<file path="src/rtl/camera_window_capture.sv">
// Purpose : crops a fixed H/V window out of a FVAL/LVAL-framed 10-bit raw Bayer stream and
//           latches per-frame geometry (last line width, line count, frame count, short flag).
// Latency : pixel sampled at edge n shows on oDATA/oDVAL after edge n+2; geometry one edge after f1 drops.
// Backpres: none; at most one pixel per clock and downstream must take every oDVAL beat.
// Ports   : iCLK/iRST_N clock and async active-low reset; iEN capture enable (taken at frame start);
//           iDATA/iFVAL/iLVAL camera input; oDATA/oDVAL/oSOF/oEOL/oEOF cropped stream with markers;
//           oFRAME_W/oFRAME_H/oFRAME_CNT/oSHORT geometry of the previous completed frame.
module camera_window_capture #(
   parameter int unsigned H_START  = 0,
   parameter int unsigned H_ACTIVE = 640,
   parameter int unsigned V_START  = 0,
   parameter int unsigned V_ACTIVE = 480
) (
   input  logic        iCLK,
   input  logic        iRST_N,
   input  logic        iEN,
   input  logic [9:0]  iDATA,
   input  logic        iFVAL,
   input  logic        iLVAL,
   output logic [9:0]  oDATA,
   output logic        oDVAL,
   output logic        oSOF,
   output logic        oEOL,
   output logic        oEOF,
   output logic [11:0] oFRAME_W,
   output logic [11:0] oFRAME_H,
   output logic [15:0] oFRAME_CNT,
   output logic        oSHORT
);

   localparam logic [12:0] HS = 13'(H_START);
   localparam logic [12:0] HA = 13'(H_ACTIVE);
   localparam logic [12:0] HE = 13'(H_START + H_ACTIVE);
   localparam logic [12:0] HL = 13'(H_START + H_ACTIVE - 1);
   localparam logic [12:0] VS = 13'(V_START);
   localparam logic [12:0] VA = 13'(V_ACTIVE);
   localparam logic [12:0] VE = 13'(V_START + V_ACTIVE);
   localparam logic [12:0] VL = 13'(V_START + V_ACTIVE - 1);

   typedef enum logic [1:0] {SYNC, IDLE, FRAME} state_t;

   function automatic logic [11:0] inc_sat(input logic [11:0] v);
      return (v == 12'hFFF) ? v : v + 12'd1;
   endfunction

   // input and edge-detect stages
   logic        f1_q, f1_d, l1_q, l1_d, f2_q, f2_d, l2_q, l2_d;
   logic [9:0]  d1_q, d1_d;
   // frame tracking
   state_t      state_q, state_d;
   logic        en_q, en_d;
   logic [11:0] x_q, x_d, y_q, y_d, lw_q, lw_d;
   // window decision stage
   logic        p_vld_q, p_vld_d, p_sof_q, p_sof_d, p_eol_q, p_eol_d, p_eof_q, p_eof_d;
   logic [9:0]  p_dat_q, p_dat_d;
   // output registers
   logic [9:0]  data_q, data_d;
   logic        dval_q, dval_d, sof_q, sof_d, eol_q, eol_d, eof_q, eof_d, short_q, short_d;
   logic [11:0] frame_w_q, frame_w_d, frame_h_q, frame_h_d;
   logic [15:0] frame_cnt_q, frame_cnt_d;

   // combinational helpers
   logic        f_rise, l_rise, l_fall, start, active, en_eff, in_win;
   logic [11:0] x_base, y_base, lw_base, cur_x, h_close, w_close;
   logic [13:0] dx, dy;

   always_comb begin
      f1_d = iFVAL;
      l1_d = iLVAL;
      d1_d = iDATA;
      f2_d = f1_q;
      l2_d = l1_q;

      state_d = state_q;
      en_d    = en_q;
      x_d     = x_q;
      y_d     = y_q;
      lw_d    = lw_q;

      p_vld_d = 1'b0;
      p_dat_d = d1_q;
      p_sof_d = 1'b0;
      p_eol_d = 1'b0;
      p_eof_d = 1'b0;

      dval_d = p_vld_q;
      data_d = p_vld_q ? p_dat_q : data_q;
      sof_d  = p_sof_q;
      eol_d  = p_eol_q;
      eof_d  = p_eof_q;

      frame_w_d   = frame_w_q;
      frame_h_d   = frame_h_q;
      frame_cnt_d = frame_cnt_q;
      short_d     = 1'b0;

      f_rise = f1_q & ~f2_q;
      l_rise = l1_q & ~l2_q;
      l_fall = ~l1_q & l2_q;

      // The first cycle of a frame already counts as in-frame, with cleared counters and live iEN.
      start  = (state_q == IDLE) && f_rise;
      active = start || ((state_q == FRAME) && f1_q);
      en_eff = start ? iEN : en_q;

      x_base  = start ? 12'd0 : x_q;
      y_base  = start ? 12'd0 : y_q;
      lw_base = start ? 12'd0 : lw_q;
      cur_x   = l_rise ? 12'd0 : x_base;

      // Offsets from the window origin; bit 13 set means the pixel lies before the origin.
      dx     = {2'b00, cur_x}  - {1'b0, HS};
      dy     = {2'b00, y_base} - {1'b0, VS};
      in_win = active && l1_q && en_eff && !dx[13] && (dx[12:0] < HA) && !dy[13] && (dy[12:0] < VA);

      // A line still open when FVAL drops is counted as a completed line of its current length.
      h_close = l2_q ? inc_sat(y_q) : y_q;
      w_close = l2_q ? x_q : lw_q;

      case (state_q)
         SYNC:  if (!f1_q) state_d = IDLE;
         IDLE:  if (f_rise) state_d = FRAME;
         FRAME: if (!f1_q) begin
            state_d     = IDLE;
            frame_w_d   = w_close;
            frame_h_d   = h_close;
            frame_cnt_d = frame_cnt_q + 16'd1;
            short_d     = ({1'b0, h_close} < VE) || ({1'b0, w_close} < HE);
         end
         default: state_d = SYNC;
      endcase

      if (active) begin
         en_d    = en_eff;
         x_d     = l1_q ? inc_sat(cur_x) : x_base;
         y_d     = (l_fall && !start) ? inc_sat(y_q) : y_base;
         lw_d    = (l_fall && !start) ? x_q : lw_base;
         p_vld_d = in_win;
         p_sof_d = in_win && ({1'b0, cur_x} == HS) && ({1'b0, y_base} == VS);
         p_eol_d = in_win && ({1'b0, cur_x} == HL);
         p_eof_d = in_win && ({1'b0, cur_x} == HL) && ({1'b0, y_base} == VL);
      end
   end

   always_ff @(posedge iCLK or negedge iRST_N) begin
      if (!iRST_N) begin
         // FVAL history resets high so SYNC only leaves once a genuinely low FVAL has been sampled.
         f1_q        <= 1'b1;
         f2_q        <= 1'b1;
         l1_q        <= 1'b0;
         l2_q        <= 1'b0;
         d1_q        <= '0;
         state_q     <= SYNC;
         en_q        <= 1'b0;
         x_q         <= '0;
         y_q         <= '0;
         lw_q        <= '0;
         p_vld_q     <= 1'b0;
         p_dat_q     <= '0;
         p_sof_q     <= 1'b0;
         p_eol_q     <= 1'b0;
         p_eof_q     <= 1'b0;
         data_q      <= '0;
         dval_q      <= 1'b0;
         sof_q       <= 1'b0;
         eol_q       <= 1'b0;
         eof_q       <= 1'b0;
         frame_w_q   <= '0;
         frame_h_q   <= '0;
         frame_cnt_q <= '0;
         short_q     <= 1'b0;
      end else begin
         f1_q        <= f1_d;
         f2_q        <= f2_d;
         l1_q        <= l1_d;
         l2_q        <= l2_d;
         d1_q        <= d1_d;
         state_q     <= state_d;
         en_q        <= en_d;
         x_q         <= x_d;
         y_q         <= y_d;
         lw_q        <= lw_d;
         p_vld_q     <= p_vld_d;
         p_dat_q     <= p_dat_d;
         p_sof_q     <= p_sof_d;
         p_eol_q     <= p_eol_d;
         p_eof_q     <= p_eof_d;
         data_q      <= data_d;
         dval_q      <= dval_d;
         sof_q       <= sof_d;
         eol_q       <= eol_d;
         eof_q       <= eof_d;
         frame_w_q   <= frame_w_d;
         frame_h_q   <= frame_h_d;
         frame_cnt_q <= frame_cnt_d;
         short_q     <= short_d;
      end
   end

   assign oDATA      = data_q;
   assign oDVAL      = dval_q;
   assign oSOF       = sof_q;
   assign oEOL       = eol_q;
   assign oEOF       = eof_q;
   assign oFRAME_W   = frame_w_q;
   assign oFRAME_H   = frame_h_q;
   assign oFRAME_CNT = frame_cnt_q;
   assign oSHORT     = short_q;

endmodule

</file>
<file path="config.mk">
export PLATFORM = sky130hd
export DESIGN_NAME = camera_window_capture
export DESIGN_NICKNAME = d
export VERILOG_FILES = /design/src/rtl/camera_window_capture.sv
export SDC_FILE = /design/constraint.sdc
export NUM_CORES = 1
export LEC_CHECK = 0
export ABC_CLOCK_PERIOD_IN_PS = 7800
export CAP_MARGIN = 10
export CORE_ASPECT_RATIO = 2
export CORE_UTILIZATION = 50
export CTS_CLUSTER_DIAMETER = 40
export DETAILED_ROUTE_END_ITERATION = 16
export GPL_TIMING_DRIVEN = 0
export PLACE_DENSITY = 0.78
export SLEW_MARGIN = 0
export SYNTH_ARGS = -nofsm -noshare
export SYNTH_HDL_FRONTEND = slang
export SYNTH_SLANG_ARGS = --single-unit
</file>
<file path="constraint.sdc">
create_clock -name iCLK -period 7.8 [get_ports iCLK]
set_clock_uncertainty 0.1 [all_clocks]
set_input_delay 1.56 -clock iCLK [delete_from_list [all_inputs] [get_ports iCLK]]
set_output_delay 1.56 -clock iCLK [all_outputs]
set_load 0.005 [all_outputs]
</file>
# Word-level counts from Yosys, hierarchy flattened
# Cells that the tools add are included.
[word_totals]
ff_bits = 122
output_inout_bits = 55
wordCells = 89
inputBits = 15
[op_classes]
n_reduce_logical = 22
n_mux = 21
add_sub_neg = 3
order_cmp = 4
eq_ne = 8
n_bitwise = 7
[op_table]
columns = ["cell", "count"]
rows = [
  ["two-way mux 12 bit", 11],
  ["adder 12 x 1 -> 12 bit, second input constant", 2],
  ["== test 12 bit, second input constant", 2],
  ["logical NOT 12 bit", 2],
  ["< comparator 12 x 10 -> 1 bit, second input constant", 2],
  ["< comparator 12 x 9 -> 1 bit, second input constant", 2],
  ["adder 16 x 1 -> 16 bit, second input constant", 1],
  ["== test 12 x 10 -> 1 bit, second input constant", 1],
  ["== test 12 x 9 -> 1 bit, second input constant", 1],
  ["logical AND 1 bit", 11],
  ["two-way mux 1 bit", 7],
  ["AND reduction 2 bit", 3],
  ["two-way mux 2 bit", 2],
  ["inequality test 2 bit, second input constant", 2],
  ["NOT 1 bit", 4],
  ["one-hot mux 2 bit (2 select lines)", 1],
  ["AND 1 bit", 3],
  ["== test 2 x 1 -> 1 bit, second input constant", 1],
  ["== test 2 bit, second input constant", 1],
  ["logical NOT 2 bit", 1],
  ["logical OR 1 bit", 2],
  ["nonzero test 2 bit", 1],
  ["OR reduction 2 bit", 1],
  ["logical NOT 1 bit", 1],
]

# Logic depth before layout (Yosys ltp)
[logic_depth]
word_depth = 11
ltp_mapped = 12
depth_no_buf = 10

# Worst setup path after synthesis
# Ideal clock, no wire load.
[synth_timing]
path_kind = "register to register"
start = "reg f2_q"
end = "reg x_q[4]"
path_stages_with_launch = 11
arrival_ns = 2.445
setup_slack_ns = 5.168
synth_period_minus_slack_ns = 2.632
setup_time_ns = 0.087
t_required_ns = 7.613
n_path_buf = 1
path_cell_list = "dfstp_2 -> and4bb_2 -> a21oi_2 -> clkbuf_1 -> nand2_1 -> inv_1 -> ha_1 -> and2_1 -> o211ai_1 -> or4_1 -> o211ai_1"
[synth_via]
elab_chain_cells = 8
word_cells_on_any_way = 10
classes_between = "1 x add/sub; 1 x eq/ne; 4 x mux; 2 x bitwise; 2 x reduce/logical"
[synth_rtl]
columns = ["item", "line", "rtl"]
rows = [
  ["start, declared", "47", "logic f1_q, f1_d, l1_q, l1_d, f2_q, f2_d, l2_q, l2_d;"],
  ["start signal, assigned", "149", "f2_q <= 1'b1;"],
  ["start signal, assigned", "174", "f2_q <= f2_d;"],
  ["NOT 1 bit (*)", "97", "f_rise = f1_q & ~f2_q;"],
  ["AND 1 bit (*)", "97", ""],
  ["logical AND 1 bit (*)", "102", "start = (state_q == IDLE) && f_rise;"],
  ["two-way mux 12 bit", "106", "x_base = start ? 12'd0 : x_q;"],
  ["two-way mux 12 bit", "109", "cur_x = l_rise ? 12'd0 : x_base;"],
  ["adder 12 x 1 -> 12 bit or == test 12 bit (tied branches)", "43", "return (v == 12'hFFF) ? v : v + 12'd1;"],
  ["two-way mux 12 bit", "43", ""],
  ["two-way mux 12 bit", "135", "x_d = l1_q ? inc_sat(cur_x) : x_base;"],
  ["end signal, assigned", "155", "x_q <= '0;"],
  ["end signal, assigned", "180", "x_q <= x_d;"],
  ["end, declared", "52", "logic [11:0] x_q, x_d, y_q, y_d, lw_q, lw_d;"],
]
# Mark *: on every way between the ends. The rest lies on a longest branch, timed or not.
# A chain may end at the register's enable or synchronous reset.

# Worst setup path in the final report
[layout_timing]
start = "reg f2_q"
end = "reg p_eof_q, in the netlist eof_d"
[layout_via]
elab_chain_cells = 11
word_cells_on_any_way = 19
classes_between = "2 x order compare; 2 x eq/ne; 5 x mux; 2 x bitwise; 8 x reduce/logical"
[layout_rtl]
columns = ["item", "line", "rtl"]
rows = [
  ["NOT 1 bit (*)", "97", ""],
  ["AND 1 bit (*)", "97", ""],
  ["logical AND 1 bit (*)", "102", ""],
  ["two-way mux 12 bit or logical OR 1 bit (tied branches)", "106, 103", ""],
  ["two-way mux 12 bit or logical AND 1 bit (tied branches)", "109, 114", ""],
  ["< comparator 12 x 10 -> 1 bit or logical AND 1 bit (tied branches)", "114", "in_win = active && l1_q && en_eff && !dx[13] && (dx[12:0] < HA) && !dy[13] && (dy[12:0] < VA);"],
  ["logical AND 1 bit (2 in a row)", "114", ""],
  ["logical AND 1 bit (2 in a row)", "141", "p_eof_d = in_win && ({1'b0, cur_x} == HL) && ({1'b0, y_base} == VL);"],
  ["two-way mux 1 bit (*)", "133", "if (active) begin"],
  ["named net p_eof_d", "54", "logic p_vld_q, p_vld_d, p_sof_q, p_sof_d, p_eol_q, p_eol_d, p_eof_q, p_eof_d;"],
  ["end signal, assigned", "187", "p_eof_q <= p_eof_d;"],
  ["end, declared", "54", ""],
]
# Mark *: on every way through the listed nets, which the timed path passes. The rest lies on a longest branch.

==> flow_metrics.env <==
export IMPL_outcome="completed"
export IMPL_cts_resized=0
export IMPL_leakage_nw=3.02
export IMPL_synth_top_cell_area_share_pct=53.8
export IMPL_placed_cell_area_um2=6480
export IMPL_cp_max_fo=10
export IMPL_hold_violations=0
export IMPL_drcViolationCount=0
export IMPL_yosys_register_bits=122
export IMPL_post_cts_setup_buffers=0
export IMPL_synth_top_cells_by_area="dfrtp_1 54%, nand2_1 4.8%, a21oi_1 3.1%"
export IMPL_syn2layout_area_growth_pct=26.6
export IMPL_rr_endpoint="eof_d"
export IMPL_synth_distinct_cells=60
export IMPL_cts_inserted_buffers=17
export IMPL_core_um2=10900
export IMPL_cts_root_buf="clkbuf_16"
export IMPL_clockPowerShare_pct=42.6
export IMPL_die_w_um=76.7
export IMPL_clk_latency_ns=0.42
export IMPL_track_usage_pct=26.8
export IMPL_vias=4564
export IMPL_rsz0062_at_grt="false"
export IMPL_slew_viol_final=0
export IMPL_port_buffers=69
export IMPL_drt_initial_drc_count=420
export IMPL_finalSetupViolCount=0
export IMPL_async_flop_share_pct=100
export IMPL_cp_required_ns=8.04
export IMPL_tritoncts="done"
export IMPL_grt_max_degree=65
export IMPL_seq_power_share_pct=41.6
export IMPL_hold_ws_ns=0.247
export IMPL_start_kind="flip-flop"
export IMPL_final_net_count=650
export IMPL_n_antenna_cell=0
export IMPL_p_int_mw=1.36
export IMPL_drv_cap=0
export IMPL_fillerInstances=865
export IMPL_r2r_start="f2_q"
export IMPL_power_switching_mw=0.491
export IMPL_synth_edff_count=0
export IMPL_endpoint_kind="flip-flop"
export IMPL_drive_gt1_share_pct=11.6
export IMPL_cts_hold_buf=0
export IMPL_finalCritPeriodShare_pct=45.0
export IMPL_wl_per_cell_um=18.6
export IMPL_dr_pass1_iters=5
export IMPL_grt_pass1_vias=4711
export IMPL_fmax_ghz=0.285
export IMPL_antenna_found_initial=0
export IMPL_worstPathArrival_ns=3.75
export IMPL_globalplace_congestion=0.932
export IMPL_clockBufferDepth=2
export IMPL_cp_startpoint="f2_q"
export IMPL_synth_cells=542
export IMPL_hp_class="reg2reg"
export IMPL_yosysSeqAreaShare_pct=54.7
export IMPL_fp_dieArea_um2=11600
export IMPL_die_h_um=151
export IMPL_htreeDepth=4
export IMPL_slew_headroom_pct=52.2
export IMPL_setup_worst_path_end="eof_d"
export IMPL_cts_sinks=122
export IMPL_crit_type="reg2reg"
export IMPL_tns_ns=0
export IMPL_pin_count=70
export IMPL_wl_mm=14.6
export IMPL_avgSynthCellArea_um2=10.3
export IMPL_synth_top_area_cell="dfrtp_1"
export IMPL_ys_flop_type="dfrtp_1"
export IMPL_power_frac_comb_pct=15.8
export IMPL_netSwitchingFraction_pct=26.6
export IMPL_finalInstanceArea_um2=7070
export IMPL_rr_worst_depth=10
export IMPL_grt_pass1_wl_mm=23.7
export IMPL_row_count=54
export IMPL_fin_crit_ns=3.51
export IMPL_initial_core_util_pct=51.3
export IMPL_ys_warnings_count=0
export IMPL_globalRouteOverflowTotal=0
export IMPL_peakVddDrop_v=0.000208
export IMPL_clkSlewWorstSetupHoldPaths_ns=0.06
export IMPL_r2r_slack_ns=4.29
export IMPL_drtAntennaViolNets=0
export IMPL_pwr_density_cell_nw_per_um2=261
export IMPL_tightest_slew_ns=0.710
export IMPL_vias_per_cell=5.82
export IMPL_syn_area_um2=5580
export IMPL_synthesis_nets=561
export IMPL_place_hpwl_mm=10.5
## registers in the layout (all words and copies together) (netlist names), 2 cells and up
| signal | count |
|---|---|
| d1_q | 10 |
| oFRAME_CNT | 16 |
| state_q | 2 |
| lw_q | 12 |
| x_q | 12 |
| oFRAME_W | 12 |
| p_dat_q | 10 |
| oDATA | 10 |
| oFRAME_H | 12 |
| y_q | 12 |
## kinds of logic (layout without fill, tap and decap cells)
kind of cell    count (synthesis)  after routing  synth area share (%)
xor+xnor                       23             23                  3.61
mux                            27             27                  5.09
flops                         122            122                  54.7
simple gates                  205            205                  18.7
compound gates                107            107                  12.1
fa+ha+maj                       4              4                 0.896
buf+inv                        54            156                  4.89
## worst max-delay path, stage by stage, from the launching register on
cell      delay [ns]
dfstp_2         0.55
and4bb_2        0.28
a21oi_2         0.26
clkbuf_1        0.49
nand2_1         0.15
inv_1           0.09
ha_1            0.19
and2_1          0.23
nand3_1         0.18
nor4_1          0.61
and4_1          0.31
## cells in the mapped netlist (4+ instances only)
library cell	number
nor3_1	11
buf_2	11
and2_1	4
xnor2_1	16
o21ai_0	30
nand3_1	24
ha_1	4
nor4_1	7
nand4_1	19
dfrtp_1	120
nand2_1	71
nor3b_1	4
xor2_1	7
o211ai_1	5
mux2i_1	16
clkbuf_1	23
a21oi_1	35
mux2_2	11
or4_1	7
nor2_1	31
and4_1	8
a311oi_1	4
inv_1	7
o31ai_1	4
and3_1	7
## cells in the final DEF (no fill, tap or decap), types with 16 or more instances in the layout
master	count
a21oi_1	35
clkbuf_1	24
clkbuf_16	17
clkdlybuf4s50_1	68
dfrtp_1	120
mux2i_1	16
nand2_1	71
nand3_1	24
nand4_1	19
nor2_1	31
o21ai_0	30
xnor2_1	16
## metrics by stage
| stage | total power [mW] | utilization, % | instances | setup WS, ns |
|---|---|---|---|---|
| after CTS | 1.86 | 65.0 | 784 | 4.39 |
| after detailed placement | 1.07 | 59.5 | 752 | 4.39 |
| after floorplan | 0.883 | - | 542 | 5.17 |
| after global routing | 1.92 | 65.0 | 784 | 4.13 |
| final | 1.85 | 65.0 | 784 | 4.29 |
| after global placement | 1.06 | 59.3 | 751 | 0.540 |
## how the worst min path moves through the flow
stage / start / to / slack (ns) / cells past startpoint
final: p_sof_q / oSOF / 0.25 / 0
after global routing: eof_d / oEOF / 0.25 / 0
after floorplan: eof_d / oEOF / 0.23 / 0
after detailed placement: eof_d / oEOF / 0.23 / 0
after CTS: eof_d / oEOF / 0.25 / 0
after global placement: d1_q[0] / p_dat_q[0] / 0.23 / 0
## routing by layer
metal / track usage [%] / up-vias / routed length [um] / part of all wire (%)
li1: - / 2112 / - / -
met1: 26.5 / 2241 / 5250 / 36
met2: 50.4 / 156 / 8150 / 56
met3: 5.96 / 55 / 507 / 3.5
met4: 16.1 / 0 / 669 / 4.6
met5: 0 / - / 0 / 0
## power by group through the flow
stage          registers (mW)  logic, mW  clock network, mW
2_1_floorplan           0.768      0.116                  0
3_3_place_gp            0.772      0.284                  0
3_5_place_dp            0.778      0.294                  0
4_1_cts                 0.767      0.295              0.796
5_1_grt                 0.776      0.322              0.821
6_report                0.768      0.292              0.786
## area by class of cell
cell class	instances	area (um2)	share of cell area [%]
Tap cell	140	175	2.48
Clock inverter	14	159	2.25
Clock buffer	18	429	6.07
Inverter	8	30.0	0.425
Timing Repair Buffer	70	719	10.2
Buffer	46	243	3.44
Multi-Input combinational cell	366	2250	31.9
Sequential cell	122	3060	43.2
Power figures use the tool's default switching activity.
